### src/rtl/clock_time_pkg.sv
// Shared types and modulus constants for the HH:MM:SS time-of-day controller.
package clock_time_pkg;

    typedef enum logic [1:0] {
        STOP    = 2'd0,
        RUN     = 2'd1,
        SET_MIN = 2'd2,
        SET_HR  = 2'd3
    } state_t;

    localparam int unsigned SEC_MOD = 60;
    localparam int unsigned MIN_MOD = 60;
    localparam int unsigned HR_MOD  = 24;

endpackage

### src/rtl/bcd_mod_counter.sv
// Two-digit BCD counter that wraps at MOD-1; wrap flags the terminal count while enabled.
module bcd_mod_counter #(
    parameter int unsigned MOD = 60
) (
    input  logic       clk,
    input  logic       reset,
    input  logic       en,
    input  logic       clr,
    output logic [3:0] q_lo,
    output logic [3:0] q_hi,
    output logic       wrap
);

    localparam logic [3:0] HI_MAX = 4'((MOD - 1) / 10);
    localparam logic [3:0] LO_MAX = 4'((MOD - 1) % 10);

    // Terminal count seen while counting: carry into the next field
    assign wrap = en && (q_hi == HI_MAX) && (q_lo == LO_MAX);

    // Digit registers; clear beats enable
    always_ff @(posedge clk or negedge reset) begin
        if (!reset) begin
            q_lo <= 4'd0;
            q_hi <= 4'd0;
        end else if (clr) begin
            q_lo <= 4'd0;
            q_hi <= 4'd0;
        end else if (en) begin
            if (wrap) begin
                q_lo <= 4'd0;
                q_hi <= 4'd0;
            end else if (q_lo == 4'd9) begin
                q_lo <= 4'd0;
                q_hi <= q_hi + 4'd1;
            end else begin
                q_lo <= q_lo + 4'd1;
            end
        end
    end

endmodule

### src/rtl/clock_time_ctrl.sv
// Run/stop/set controller: 1 Hz prescaler, BCD field chaining and the sec_tick strobe.
module clock_time_ctrl
    import clock_time_pkg::*;
#(
    parameter int unsigned CLK_DIV = 50_000_000
) (
    input  logic       clk,
    input  logic       reset,
    input  logic       btn_run,
    input  logic       btn_mode,
    input  logic       btn_inc,
    output logic [3:0] sec_lo,
    output logic [3:0] sec_hi,
    output logic [3:0] min_lo,
    output logic [3:0] min_hi,
    output logic [3:0] hr_lo,
    output logic [3:0] hr_hi,
    output logic [1:0] state,
    output logic       sec_tick
);

    localparam int unsigned    PRE_W   = (CLK_DIV > 1) ? $clog2(CLK_DIV) : 1;
    localparam logic [PRE_W-1:0] PRE_MAX = PRE_W'(CLK_DIV - 1);

    state_t           state_q;
    state_t           state_nx;
    logic [PRE_W-1:0] pre_q;
    logic             stay_run;
    logic             tick_int;
    logic             tick_go;
    logic             enter_set;
    logic             inc_ok;
    logic             sec_wrap;
    logic             min_wrap;
    logic             hr_wrap_unused;
    logic             min_en;
    logic             hr_en;

    // State register
    always_ff @(posedge clk or negedge reset) begin
        if (!reset) state_q <= STOP;
        else        state_q <= state_nx;
    end

    // Next state: mode beats run; run ignored while setting
    always_comb begin
        state_nx = state_q;
        case (state_q)
            STOP:    if (btn_mode) state_nx = SET_MIN; else if (btn_run) state_nx = RUN;
            RUN:     if (btn_mode) state_nx = SET_MIN; else if (btn_run) state_nx = STOP;
            SET_MIN: if (btn_mode) state_nx = SET_HR;
            SET_HR:  if (btn_mode) state_nx = STOP;
            default: state_nx = STOP;
        endcase
    end

    // Only an edge that stays in RUN advances time; a stop on the tick cycle wins
    assign stay_run  = (state_q == RUN) && (state_nx == RUN);
    assign tick_int  = (state_q == RUN) && (pre_q == PRE_MAX);
    assign tick_go   = tick_int && stay_run;
    assign enter_set = (state_nx == SET_MIN) && (state_q != SET_MIN);
    assign inc_ok    = btn_inc && !btn_mode;

    // Prescaler: frozen outside RUN so a resume keeps its phase
    always_ff @(posedge clk or negedge reset) begin
        if (!reset)         pre_q <= '0;
        else if (enter_set) pre_q <= '0;
        else if (stay_run)  pre_q <= tick_int ? '0 : pre_q + PRE_W'(1);
    end

    // Carries only ripple while running; set-mode increments never carry
    assign min_en = sec_wrap || ((state_q == SET_MIN) && inc_ok);
    assign hr_en  = (min_wrap && (state_q == RUN)) || ((state_q == SET_HR) && inc_ok);

    bcd_mod_counter #(.MOD(SEC_MOD)) u_sec (
        .clk(clk), .reset(reset), .en(tick_go), .clr(enter_set),
        .q_lo(sec_lo), .q_hi(sec_hi), .wrap(sec_wrap)
    );

    bcd_mod_counter #(.MOD(MIN_MOD)) u_min (
        .clk(clk), .reset(reset), .en(min_en), .clr(1'b0),
        .q_lo(min_lo), .q_hi(min_hi), .wrap(min_wrap)
    );

    bcd_mod_counter #(.MOD(HR_MOD)) u_hr (
        .clk(clk), .reset(reset), .en(hr_en), .clr(1'b0),
        .q_lo(hr_lo), .q_hi(hr_hi), .wrap(hr_wrap_unused)
    );

    // Strobe aligned with the first cycle showing the new seconds
    always_ff @(posedge clk or negedge reset) begin
        if (!reset) sec_tick <= 1'b0;
        else        sec_tick <= tick_go;
    end

    assign state = state_q;

endmodule

### config.mk
export PLATFORM = sky130hd
export DESIGN_NAME = clock_time_ctrl
export DESIGN_NICKNAME = d
export VERILOG_FILES = /design/src/rtl/clock_time_pkg.sv /design/src/rtl/bcd_mod_counter.sv /design/src/rtl/clock_time_ctrl.sv
export SDC_FILE = /design/constraint.sdc
export NUM_CORES = 1
export LEC_CHECK = 0
export CAP_MARGIN = 10
export CORE_MARGIN = 1.5
export CORE_UTILIZATION = 59
export CTS_BUF_LIST = sky130_fd_sc_hd__clkbuf_2
export DETAILED_ROUTE_END_ITERATION = 10
export GPL_TIMING_DRIVEN = 0
export PLACE_DENSITY = 0.82
export SLEW_MARGIN = 20
export SYNTH_ARGS = -nofsm -noshare
export SYNTH_HDL_FRONTEND = slang
export SYNTH_SLANG_ARGS = --single-unit
### constraint.sdc
create_clock -name clk -period 2.14 [get_ports clk]
set_input_delay 0.321 -clock clk [delete_from_list [all_inputs] [get_ports clk]]
set_output_delay 0.321 -clock clk [all_outputs]
set_load 0.1 [all_outputs]
### Word level (Yosys, flattened, before mapping)

Cells that the tools add are included.

* register bits after elaboration: 53
* input bits: 5
* output and inout port bits: 27
* word-level logic and storage cells: 82

* add/sub/neg operators: 7
* equality and inequality tests: 14
* mux-type cells: 26
* reductions and logical operators: 26

Operator list (count)
* two-way mux 26 bit: 3
* two-way mux 4 bit: 16
* adder 26 x 1 -> 26 bit, second input constant: 1
* == test 26 bit, second input constant: 1
* adder 4 x 1 -> 4 bit, second input constant: 6
* logical AND 1 bit: 14
* == test 4 bit, second input constant: 3
* two-way mux 2 bit: 6
* == test 4 x 2 -> 1 bit, second input constant: 2
* == test 4 x 3 -> 1 bit, second input constant: 2
* case mux 2 bit (4 select lines): 1
* nonzero test 2 bit: 4
* == test 2 bit, second input constant: 3
* AND reduction 2 bit: 3
* == test 2 x 1 -> 1 bit, second input constant: 2
* nonzero test 3 bit: 1
* zero test 2 bit: 1
* logical OR 1 bit: 2
* inequality test 2 bit, second input constant: 1
* zero test 1 bit: 1

### Logic depth before layout (Yosys ltp)

Gate-level depths: netlist of run 1.

* word-level depth: 17
* depth in mapped cells: 8
* gate-level depth less buffers: 7

### Modules after synthesis

From an unflattened synthesis of run 1, not the netlist that was laid out.

* cells, all modules: 327
* area total of the unflattened synthesis: 3159.3 µm²

By module, submodules not included
* clock_time_ctrl: instances 1, cells an instance 175, area each 1651.6 µm², seq. area each 725.7 µm²
* bcd_mod_counter at u_hr: instances 1, cells an instance 55, area each 504.2 µm², seq. area each 200.2 µm²
* bcd_mod_counter at u_min: instances 1, cells an instance 48, area each 504.2 µm², seq. area each 200.2 µm²
* bcd_mod_counter at u_sec: instances 1, cells an instance 49, area each 499.2 µm², seq. area each 200.2 µm²

### Least setup slack after synthesis of run 1

No wires, ideal clock.

* path kind: reg-to-reg
* from: reg state_q[0], in the netlist state[0]
* to: reg u_hr.q_lo[2]
* library setup time: 0.126 ns
* arrival: 2.514 ns
* required time: 2.014 ns
* setup slack: -0.500 ns
* cell stages (with the launch flop): 7
* path buffers: 1
* clock period less this slack: 2.640 ns
* cell sequence: dfrtp_1 -> buf_2 -> nor4b_4 -> and3_4 -> nand4_4 -> a21boi_0 -> mux2_2

* word-level cells in the longest chain between the ends: 16
* elaborated cells on any way between the ends: 27
* classes of those cells: 4 x eq/ne; 8 x mux; 15 x reduce/logical

Ends and longest elaborated chain
* start: declaration: RTL line clock_time_ctrl.sv:25 `state_t state_q;`
* start signal: assignment: RTL line clock_time_ctrl.sv:42 `else state_q <= state_nx;`
* two-way mux 2 bit, on equally long branches (2 in a row): RTL line clock_time_ctrl.sv:50, clock_time_ctrl.sv:49
* case mux 2 bit (4 select lines): RTL line clock_time_ctrl.sv:48 `case (state_q)`
* == test 2 x 1 -> 1 bit: RTL line clock_time_ctrl.sv:58 `assign stay_run = (state_q == RUN) && (state_nx == RUN);`
* logical AND 1 bit: RTL line clock_time_ctrl.sv:58
* logical AND 1 bit: RTL line clock_time_ctrl.sv:60 `assign tick_go = tick_int && stay_run;`
* logical AND 1 bit (2 in a row): RTL line bcd_mod_counter.sv:18 `assign wrap = en && (q_hi == HI_MAX) && (q_lo == LO_MAX);`
* logical OR 1 bit: RTL line clock_time_ctrl.sv:72 `assign min_en = sec_wrap || ((state_q == SET_MIN) && inc_ok);`
* logical AND 1 bit (2 in a row): RTL line bcd_mod_counter.sv:18
* logical AND 1 bit: RTL line clock_time_ctrl.sv:73 `assign hr_en = (min_wrap && (state_q == RUN)) || ((state_q == SET_HR) && inc_ok);`
* logical OR 1 bit (*): RTL line clock_time_ctrl.sv:73
* logical AND 1 bit (2 in a row): RTL line bcd_mod_counter.sv:18
* two-way mux 4 bit: RTL line bcd_mod_counter.sv:29 `if (wrap) begin`
* end signal: assignment: RTL line bcd_mod_counter.sv:36 `q_lo <= q_lo + 4'd1;`
* end: declaration: RTL line bcd_mod_counter.sv:9 `output logic [3:0] q_lo,`

Every way passes the cells marked *; elsewhere a longest branch is shown, timed or not.
A chain may end at the register's enable or synchronous reset.

### Final worst setup path of run 1

* from: reg u_min.q_lo[1]
* to: out min_lo[1]

RTL lines
* start: declaration: RTL line bcd_mod_counter.sv:9
* start signal: assignment: RTL line bcd_mod_counter.sv:36
* end: declaration: RTL line clock_time_ctrl.sv:14 `output logic [3:0] min_lo,`

No word-level cell between the ends.

==> flow_summary.yaml, run 1 <==
detailed_routing:
  vias: 2513
  post_drt_wl_per_cell_um: 15.2
  wl_um: 6550
  drtAntennaViolNets: 0
  drt-pass1-iter-count: 4
  viasPerCell: 5.83
  drt_iter0_markers: 122
  drc: 0
pwr:
  power.density_mw_per_mm2: 1210
  leakagePower_nw: 1.54
  vdd_drop_max_v: 0.000740
  p_total_w: 0.00438
sta:
  final.setup_skew_ns: 0.0414
  finalSetupTns_ns: 0
  setup_viol: 0
  slew_violations: 0
  slew_headroom_pct: 36.7
  min_period_over_period_pct: 97.0
  min_period_ns: 2.07
  worstMarginPinSlew_ns: 0.953
  fmax_ghz: 0.482
  layout_setup_ws_ns: 0.0652
  hold_viol_final: 0
placement:
  dp_cells: 416
  place_congestion: 0.816
  port_buffers: 30
  pre_cts_slack_ns: -0.349
  dpl.hpwl_um: 4610
synthesis:
  syn_inst: 316
  netlist_top_cells_area: "dfrtp_1, ha_1, xnor2_1"
  syn_nets: 334
  postSynthAreaPerCell_um2: 9.89
  synth_top_area_share_pct: 42.4
  synth_seq_cells: 53
  synth_top_area_cell: "dfrtp_1"
  seq_area_frac_synth_pct: 42.4
  synth_cell_type_count: 58
  syn_area_mm2: 0.00313
  synth-async-reset-ratio_pct: 100
  synth_edf_count: 0
  yosys_warnings: 0
  ys.flop_type: "dfrtp_1"
outcome:
  status: "finished, final reports clean"
clocking:
  clk_pin_slew_ns: 0.29
  cts_num_sinks: 53
  clockBufferDepth: 2
  cts_tree: "built"
  clk_latency_ns: 0.46
  root_buffer: "clkbuf_2"
  ctsHtreeMaxLevel: 2
  cts-buffers-inserted: 5
floorplan:
  rows: 26
  start_util_pct: 61.2
  die_x_um: 75.8
  die_h_um: 75.8
  core_area_mm2: 0.00511
  die_area_mm2: 0.00575
  ios: 32
global_route:
  grt_usage_pct: 24.1
  grt_start_max_net_pins: 54
  grt_pass1_wl_um: 10500
  grt_pass1_vias: 2362
  overflow: 0
  antenna_found_initial: 0
final_layout:
  fill_cells: 416
  area_growth_syn_to_layout_pct: 15.6
  antenna_cells: 0
  instances_no_fill: 431
  fin_nets: 378
  drive_above_1_share_pct: 26.3
  layout_common_cells: "nor2_1, dfrtp_1, clkbuf_2"
critical_path:
  path_max_fanout: 4
  worstPathCellList: "clkdlybuf4s15_1"
  slowest_stage: "clkdlybuf4s15_1"
  critPathBufInv: 1
  cp_num_cells: 1
  slowest_delay_ns: 0.83
  required_ns: 1.82
  critical_path.top_delay_family: "buffers and inverters"
  crit_arrival_ns: 1.75
  critPathKind: "reg -> out"
  worst_setup_path_end_kind: "primary output"
  critPathLaunchType: "register"
  worstRegToRegCells: 7
hold_path:
  hold_class: "in -> async"
flow_run:
  maxCapViolCount: 0
-- sequential cells by signal, indices dropped and copies added, names as in the netlist --
| signal | count |
|---|---|
| u_min.q_hi | 4 |
| sec_tick | 1 |
| u_hr.q_lo | 4 |
| u_sec.q_hi | 4 |
| state | 2 |
| pre_q | 26 |
| u_hr.q_hi | 4 |
| u_sec.q_lo | 4 |
| u_min.q_lo | 4 |
-- synthesized netlist by cell type (6+ instances only) --
master   number
inv_1        19
xor2_1        6
nor2_1       37
nand4_1       6
nor2b_1       6
dfrtp_1      53
o21ai_0      19
xnor2_1      17
nand3_1      13
ha_1         13
nand2_1      20
-- timing repair --
action                                  4_1_cts  5_1_grt
hold endpoints to repair                     53        1
pin swaps                                     0        2
endpoints found under the setup margin       50       61
setup buffers                                 1        4
hold buffers                                  1        1
gates resized for setup                      43       54
-- metal layers --
layer  track usage, %  vias up  wire length (um)
li1                 -     1223                 -
met1             31.3     1232              3080
met2             39.8       47              3130
met3             5.29       11               221
met4             8.33        0               115
met5                0        -                 0
-- worst paths after layout --
| check | end | slack, ns | start |
|---|---|---|---|
| setup / recovery | min_lo[1] | 0.07 | u_min.q_lo[1]$_DFFE_PN0P_ |
| hold / removal | u_min.q_lo[3]$_DFFE_PN0P_ | 0.37 | reset |
| setup reg to reg | u_sec.q_lo[2]$_DFFE_PN0P_ | 0.10 | pre_q[18]$_DFFE_PN0P_ |
| hold reg to reg | u_min.q_hi[2]$_DFFE_PN0P_ | 0.53 | u_min.q_hi[2]$_DFFE_PN0P_ |
| max in group asynchronous | u_sec.q_lo[1]$_DFFE_PN0P_ | 1.25 | reset |
| min in group clk | u_min.q_hi[2]$_DFFE_PN0P_ | 0.53 | u_min.q_hi[2]$_DFFE_PN0P_ |
-- metrics by stage --
stage                     instance area [um2]  util [%]  hold WS, ns
final                                    3620      70.8        0.366
after global routing                     3620      70.8        0.423
after CTS                                3600      70.4       0.0146
after detailed placement                 3550      69.4        0.397
after global placement                   3550      69.5        0.487
after floorplan                          3160         -       0.0254
-- power breakdown --
group          total, W  switching (W)  internal, W  leakage, nW
logic           0.00235        0.00179     0.000561        0.843
clock network  0.000397       0.000315    0.0000819       0.0327
registers       0.00163       0.000351      0.00128        0.668
total           0.00438        0.00246      0.00192         1.54
-- final cells by class --
cell class / instances / area, um2 / share of cell area (%)
plain buffers: 11 / 80.1 / 2.21
inverters: 19 / 71.3 / 1.97
multi-input cells: 233 / 1710 / 47.2
repair buffers: 37 / 274 / 7.58
clock inverters: 2 / 10.0 / 0.277
clock buffers: 6 / 30.0 / 0.830
flip-flops and latches: 53 / 1360 / 37.5
well taps: 70 / 87.6 / 2.42
-- logic make-up (layout without fill, tap and decap cells) --
kind of cell             count (synthesis)  count (layout)  share of synthesized area, %
AO/OA/AOI/OAI                           58              58                          13.5
XOR/XNOR                                23              23                          6.44
adder cells (fa/ha/maj)                 13              13                          5.20
buffers and inverters                   30              75                          4.28
flip-flops                              53              53                          42.4
multiplexers                             6               6                          2.08
AND/OR/NAND/NOR                        133             133                          26.1
(Power assumes the default switching activity.)
==> inputs of run 2 (changes only) <==
--- a/config.mk
+++ b/config.mk
@@ -12,6 +12,7 @@
 export DETAILED_ROUTE_END_ITERATION = 10
 export GPL_TIMING_DRIVEN = 0
 export PLACE_DENSITY = 0.82
+export SKIP_CTS_REPAIR_TIMING = 1
 export SLEW_MARGIN = 20
 export SYNTH_ARGS = -nofsm -noshare
 export SYNTH_HDL_FRONTEND = slang
==> flow_summary.yaml, run 2 (synthesized netlist as in run 1, its figures left out) <==
sta:
  min_period_ns: 2.05
  min_period_over_period_pct: 95.9
  setup_viol: 0
  slew_violations: 0
  final.setup_skew_ns: 0.0315
  slew_headroom_pct: 33.8
  hold_viol_final: 0
  finalHoldWorstSlack_ns: 0.372
  worstMarginPinSlew_ns: 0.992
  fmax_ghz: 0.487
  finalSetupTns_ns: 0
critical_path:
  crit_arrival_ns: 1.73
  critPathLaunchType: "register"
  path_max_fanout: 6
  slowest_stage: "dlymetal6s2s_1"
  required_ns: 1.82
  r2r_slack_ns: 0.09
  worst_setup_path_end_kind: "primary output"
  critPathKind: "reg -> out"
  critical_path.top_delay_family: "buffers and inverters"
  worstPathCellList: "dlymetal6s2s_1"
  slowest_delay_ns: 0.75
  critPathBufInv: 1
detailed_routing:
  drt_iter0_markers: 100
  viasPerCell: 5.81
  wl_um: 6550
  drtAntennaViolNets: 0
  drt-pass1-iter-count: 4
  vias: 2523
  post_drt_wl_per_cell_um: 15.1
  drc: 0
clocking:
  cts_num_sinks: 53
  ctsHtreeMaxLevel: 2
  clk_latency_ns: 0.47
  root_buffer: "clkbuf_2"
  clk_pin_slew_ns: 0.27
  clockBufferDepth: 2
  cts_tree: "built"
  cts-buffers-inserted: 5
global_route:
  grt_start_max_net_pins: 54
  busiest_layer: "met2"
  grt_use_met1_pct: 31.5
  grt_usage_pct: 23.9
  antenna_found_initial: 0
  overflow: 0
  grt_pass1_vias: 2335
  gr-usage-met2_pct: 39.2
  grt.met3_usage_pct: 4.76
  grt_pass1_wl_um: 10400
floorplan:
  ios: 32
  start_util_pct: 61.2
  rows: 26
  core_area_mm2: 0.00511
  die_x_um: 75.8
  die_h_um: 75.8
  die_area_mm2: 0.00575
placement:
  dpl.hpwl_um: 4610
  dp_cells: 416
  port_buffers: 30
  place_congestion: 0.816
outcome:
  status: "finished, final reports clean"
pwr:
  vdd_drop_max_v: 0.000874
  power.density_mw_per_mm2: 1190
  leakagePower_nw: 1.85
final_layout:
  largest_register: "pre_q"
  fin_nets: 381
  fill_cells: 387
  drive_above_1_share_pct: 22.3
  antenna_cells: 0
  layout_common_cells: "nor2_1, dfrtp_1, dlymetal6s2s_1"
  largest_reg_flops: 26
  final_common_cell: "nor2_1"
  area_growth_syn_to_layout_pct: 20.3
  instances_no_fill: 434
  utilization_pct: 73.6
hold_path:
  hold_class: "in -> async"
flow_run:
  maxCapViolCount: 0
## run 2: changes by cell type in the layout (fill, tap and decap cells not counted), sizes merged
cell           delta
dlymetal6s2s     +24
clkbuf           -13
clkdlybuf4s15     -9
buf               +2
dlygate4sd2       -1
## run 2: layout make-up
| class | count | area (um2) | area share, % |
|---|---|---|---|
| tap | 70 | 87.6 | 2.33 |
| inverter | 19 | 71.3 | 1.90 |
| buffer | 11 | 80.1 | 2.13 |
| timing repair buffer | 40 | 423 | 11.2 |
| multi-input combinational | 233 | 1700 | 45.3 |
| clock buffer | 6 | 30.0 | 0.798 |
| sequential | 53 | 1360 | 36.1 |
| clock inverter | 2 | 10.0 | 0.266 |
## run 2: through the flow
stage	setup WS [ns]	power (W)	cell area, um2
detailed placement	-0.349	0.00407	3550
CTS	-0.454	0.00446	3590
finish	0.0871	0.00448	3760
floorplan	-0.0203	0.00346	3160
global placement	-1.19	0.00399	3550
global route	-0.0339	0.00474	3760
## run 2: report_power, final
group / internal, W / leakage [nW] / switching (W) / total [W]
registers: 0.00128 / 0.666 / 0.000342 / 0.00162
logic: 0.000667 / 1.15 / 0.00180 / 0.00246
clock network: 0.0000819 / 0.0327 / 0.000314 / 0.000396
## run 2: per-layer routing
layer | routed length (um) | up-vias
li1 | - | 1236
met1 | 3110 | 1242
met2 | 3140 | 36
met3 | 205 | 9
met4 | 102 | 0
met5 | 0 | -
## run 2: final timing paths
path | start | to | depth (start not counted)
max | u_min.q_lo[0]$_DFFE_PN0P_ | min_lo[0] | 1
min | reset | u_min.q_lo[3]$_DFFE_PN0P_ | 2
max reg2reg | u_min.q_lo[1]$_DFFE_PN0P_ | u_hr.q_hi[2]$_DFFE_PN0P_ | 7
min reg2reg | u_min.q_hi[2]$_DFFE_PN0P_ | u_min.q_hi[2]$_DFFE_PN0P_ | 1
max in group asynchronous | reset | pre_q[11]$_DFFE_PN0P_ | 2
min in group clk | u_min.q_hi[2]$_DFFE_PN0P_ | u_min.q_hi[2]$_DFFE_PN0P_ | 1
==> patch 1 (config.mk and constraints of run 1) <==
Put a register stage on the output `sec_hi`, without a reset. The value now appears one clock later. The other outputs are not delayed to match.
--- a/src/rtl/clock_time_ctrl.sv
+++ b/src/rtl/clock_time_ctrl.sv
@@ -22,4 +22,6 @@
     localparam int unsigned    PRE_W   = (CLK_DIV > 1) ? $clog2(CLK_DIV) : 1;
     localparam logic [PRE_W-1:0] PRE_MAX = PRE_W'(CLK_DIV - 1);
+
+    logic [3:0] sec_hi_d;
 
     state_t           state_q;
@@ -75,5 +77,5 @@
     bcd_mod_counter #(.MOD(SEC_MOD)) u_sec (
         .clk(clk), .reset(reset), .en(tick_go), .clr(enter_set),
-        .q_lo(sec_lo), .q_hi(sec_hi), .wrap(sec_wrap)
+        .q_lo(sec_lo), .q_hi(sec_hi_d), .wrap(sec_wrap)
     );
 
@@ -96,4 +98,8 @@
     assign state = state_q;
 
+    always_ff @(posedge clk) begin
+        sec_hi <= sec_hi_d;
+    end
+
 endmodule
 
Check against the original RTL: same outputs for any inputs over 10 cycles, from zero or initial values and one cycle with reset low; that may be too few to reach the edited logic, so the function may still have changed.
==> patch 1 against run 1 <==
Highest routed layer unchanged. Largest power group unchanged. Critical path depth up 6. Final cell count up 14%. Routed wire length up 36%. Sequential cell count up 4. Setup slack worse by 220 ps. Cell area up 21%. Core utilization up 14 points. Count of clock-buffer cells in the layout up 5. Total power down 3.7%. Combinational power down 13%. Synthesized area up 3.1%. Critical endpoint is now u_hr.q_hi[1]$_DFFE_PN0P_. The run now ends with negative setup slack left. Hold slack better by 1.8 ps.
==> patch 1: results (changes against run 1) <==
[status]
status = finished with violations
violations = negative setup slack

[placement]
place_congestion = 0.867  ; +6.4%
place_hpwl_um = 4940  ; +7.1%

[clock_network]
numCtsBuffers = 9  ; +4
clock_latency_ps = 500  ; +40 ps
clk_pin_slew_ps = 190  ; -100 ps
cts.htree.levels = 3  ; +1

[power]
power_leakage_nw = 1.87  ; +21%

[route]
via_count = 3048  ; +21%
routed_wl_um = 8900  ; +36%

[yosys]
synth_area_leaders = dfrtp_1, ha_1, nor2_1
netlist_top_cells_count = dfrtp_1, nor2_1, nand2_1
ys_types = 56  ; -3.4%
async_flop_share = 0.930  ; -0.0702

[final_layout]
drive_above_1_share = 0.351  ; +0.0876
fillCellCount = 263  ; -37%

[critical_path]
cp_max_fo = 6  ; +2
slowest_stage = or4b_4
cpPeakStageDelay_ps = 540  ; -290 ps
path_delay_family = simple AND/OR/NAND/NOR gates

[global_route]
gr-usage-met1 = 0.387  ; +0.0741
grt_pass1_wl_um = 13800  ; +31%

[timing]
finalSetupViolCount = 44  ; +44
fin_ws_ps = -156  ; -222 ps

-- patch 1: area by class of cell --
type,instances,area share
Multi-Input combinational cell,258,0.468
Sequential cell,57,0.332
Timing Repair Buffer,67,0.127
Tap cell,70,0.0201
Buffer,8,0.0161
Inverter,16,0.0138
Clock buffer,11,0.0126
Clock inverter,5,0.0112
-- patch 1: worst register-to-register path, cell delays in order (launching register included) --
cell and delay (ps):
dfrtp_1 430, or4b_4 540, buf_6 150, nor4_4 250
nand4_1 160, buf_6 210, a21oi_4 170, mux2_4 320
-- patch 1: logic make-up after synthesis --
logic type               count (synthesis)  share of synthesized area
AND/OR/NAND/NOR                        150                      0.256
AO/OA/AOI/OAI                           66                      0.139
flip-flops                              57                      0.436
buffers and inverters                   25                     0.0326
XOR/XNOR                                19                     0.0516
adder cells (fa/ha/maj)                 13                     0.0504
multiplexers                            10                     0.0345
-- patch 1: worst paths after layout --
kind / start / endpoint / slack [ps] / depth (start not counted)
max: pre_q[18]$_DFFE_PN0P_ / u_hr.q_hi[1]$_DFFE_PN0P_ / -160 / 7
min: reset / u_min.q_hi[3]$_DFFE_PN0P_ / 370 / 2
max reg2reg: pre_q[18]$_DFFE_PN0P_ / u_hr.q_hi[1]$_DFFE_PN0P_ / -160 / 7
min reg2reg: u_sec.q_hi[3]$_DFFE_PN0P_ / sec_hi[3]$_DFF_P_ / 470 / 0
max in group asynchronous: reset / u_hr.q_hi[1]$_DFFE_PN0P_ / 1260 / 2
min in group clk: u_sec.q_hi[3]$_DFFE_PN0P_ / sec_hi[3]$_DFF_P_ / 470 / 0
-- patch 1: timing repair --
item / CTS / global route
buffers inserted: 22 / 12
setup endpoints to repair: 72 / 62
gates resized for setup: 94 / 42
hold buffers: 1 / 0
endpoints found under the hold margin: 53 / 0
pin swaps: 30 / 9
cloned: 1 / 0
-- patch 1: routing by layer --
layer	vias up	wire, um
met4	0	239
met2	134	4450
met5	-	0
li1	1385	-
met3	25	544
met1	1504	3670
-- patch 1: metrics by stage --
step | util | setup slack (ps) | instances | instance area (sq um) | TNS [ps]
6_report | 0.844 | -156 | 492 | 4360 | -2680
2_1_floorplan | - | -133 | 340 | 3320 | -1240
4_1_cts | 0.822 | -138 | 481 | 4250 | -1510
5_1_grt | 0.844 | -239 | 492 | 4360 | -5360
3_3_place_gp | 0.719 | -1170 | 441 | 3720 | -59660
3_5_place_dp | 0.719 | -479 | 441 | 3720 | -12540
-- patch 1: power breakdown --
part	internal (mW)	switching, mW	leakage (nW)
registers	1.28	0.221	0.689
logic	0.527	1.51	1.11
clock network	0.271	0.413	0.0731
total	2.08	2.14	1.87
==> patch 2 (flow settings as in run 1) <==
Made on the original files. Set the parameter `CLK_DIV` to 100_000_000 (it was 50_000_000).
--- a/src/rtl/clock_time_ctrl.sv
+++ b/src/rtl/clock_time_ctrl.sv
@@ -3,5 +3,5 @@
     import clock_time_pkg::*;
 #(
-    parameter int unsigned CLK_DIV = 50_000_000
+    parameter int unsigned CLK_DIV = 100_000_000
 ) (
     input  logic       clk,
Formal check against the unedited RTL: same outputs for any inputs over 10 cycles, from zero or initial values and one cycle with reset low; that may be too few to reach the edited logic, so the function may still have changed.
==> patch 2 against run 1 <==
The flow now finishes with violations (negative setup slack). Sequential cell count is 1 higher. Cell area rose by 6.3%. Synthesized area rose by 2.4%. Routed wire length increased by 14%. Clock power increased by 28%. Setup slack worse by 73 ps. Non-clock buffer count is 10 higher. Hold slack got worse by 250 ps. Maximum frequency shrank 3.4%. Total power decreased by 7.6%. Global-route usage up 2.2 points. Core utilization is 3.5 points higher. Via count up 11%. Critical endpoint is now u_hr.q_lo[0]$_DFFE_PN0P_. Largest power group unchanged.
==> patch 2: results (changes against run 1) <==
[final_layout]
drive_above_1_share = 0.240  ; -0.0235
nets = 405  ; +7.1%
regMostFlops = pre_q
largest_reg_flops = 27  ; +3.8%

[yosys]
netlist_top_cells_count = dfrtp_1, nor2_1, nand2_1
syn_nets = 355  ; +6.3%
syn_inst = 337  ; +6.6%
ys_types = 59  ; +1.7%
ys_warn_count = 0  ; unchanged
synth_area_leaders = dfrtp_1, ha_1, nor2_1

[route]
wl_met3_um = 305  ; +38%
via_count = 2792  ; +11%
routed_wl_um = 7460  ; +14%
viasPerCell = 6.10  ; +4.6%
wl_met2_um = 3640  ; +16%
wl_met1_um = 3380  ; +9.8%
drt_iter0_markers = 141  ; +16%

[global_route]
grt_pass1_wl_um = 12500  ; +19%
grt_pass1_vias = 2649  ; +12%
grt_use_met3 = 0.0369  ; -0.0160
grt_use_total = 0.263  ; +0.0218
gr-usage-met1 = 0.356  ; +0.0430
grt_util_met2 = 0.422  ; +0.0241
grt_max_degree = 55  ; +1.9%

[placement]
placed_cells = 437  ; +5.0%
dpl_cell_area_sq_mm = 0.00365  ; +3.0%
place_ws_ps = -654  ; -305 ps
place_congestion = 0.882  ; +8.1%
place_hpwl_um = 4960  ; +7.6%

[critical_path]
cp_max_fo = 5  ; +1
cpPeakStageDelay_ps = 500  ; -330 ps
timing.rr.end = u_hr.q_lo[0]$_DFFE_PN0P_
startpoint = state[0]$_DFF_PN0_
path_delay_family = simple AND/OR/NAND/NOR gates
crit_path_end = u_hr.q_lo[0]$_DFFE_PN0P_
slowest_stage = or4b_4
cp.arrival_ps = 2520  ; +770 ps

[timing]
hold_viol_final = 0  ; unchanged
holdWs_ps = 115  ; -252 ps
slew-limit-headroom = 0.364  ; -0.00348
final.setup_skew_ps = 20.7  ; -20.7 ps
finalSetupViolCount = 1  ; +1
fin_ws_ps = -8.00  ; -73.2 ps

[power]
switchingPower_mw = 2.05  ; -16%
ir_drop_mv = 0.706  ; -4.7%
power_leakage_nw = 1.71  ; +11%

[status]
status = finished with violations
violations = negative setup slack

[clock_network]
clk_pin_slew_ps = 260  ; -30 ps
clock_latency_ps = 440  ; -20 ps

[hold_path]
hp-class = input port to register
hold_path_depth = 2

## patch 2: changes by cell type after synthesis, sizes merged, moves of 5 or more
cell	before	now
o21ai	19	11
nand3	13	22
inv	19	11
nand2	20	26
xnor2	17	7
and4	2	11
nand4	8	15
o2bb2ai	1	6
xor2	6	12
nor3	11	4
## patch 2: power by group through the flow
stage	logic, mW	registers [mW]	clock network, mW
2_1_floorplan	0.694	2.32	0
3_3_place_gp	1.99	1.47	0
3_5_place_dp	2.02	1.48	0
4_1_cts	2.03	1.44	0.527
5_1_grt	2.22	1.48	0.560
6_report	2.09	1.45	0.508
## patch 2: layout make-up
cell class / instances / area (sq um)
multi-input combinational: 257 / 1850
buffer: 12 / 85.1
fill: 370 / 1330
tap: 70 / 87.6
clock buffer: 6 / 30.0
sequential: 54 / 1370
timing repair buffer: 46 / 347
clock inverter: 2 / 33.8
inverter: 11 / 41.3
## patch 2: kinds of logic (layout without fill, tap and decap cells)
group	count (synthesis)	after routing	share of synthesized area
buf+inv	26	77	0.0406
xor+xnor	19	19	0.0520
flops	54	54	0.422
compound gates	54	54	0.117
simple gates	164	164	0.292
mux	7	7	0.0254
fa+ha+maj	13	13	0.0508
## patch 2: stage by stage
| step | setup TNS [ps] | total power, mW |
|---|---|---|
| 2_1_floorplan | -1790 | 3.01 |
| 3_3_place_gp | -66140 | 3.45 |
| 3_5_place_dp | -15460 | 3.50 |
| 4_1_cts | -54.0 | 3.99 |
| 5_1_grt | -220 | 4.26 |
| 6_report | -8.00 | 4.05 |
## patch 2: repair_timing
action	4_1_cts	5_1_grt
setup buffers	5	9
endpoints found under the hold margin	54	0
hold buffers	1	0
pin swaps	3	6
endpoints found under the setup margin	70	62
gates resized for setup	39	53
gates cloned	1	0
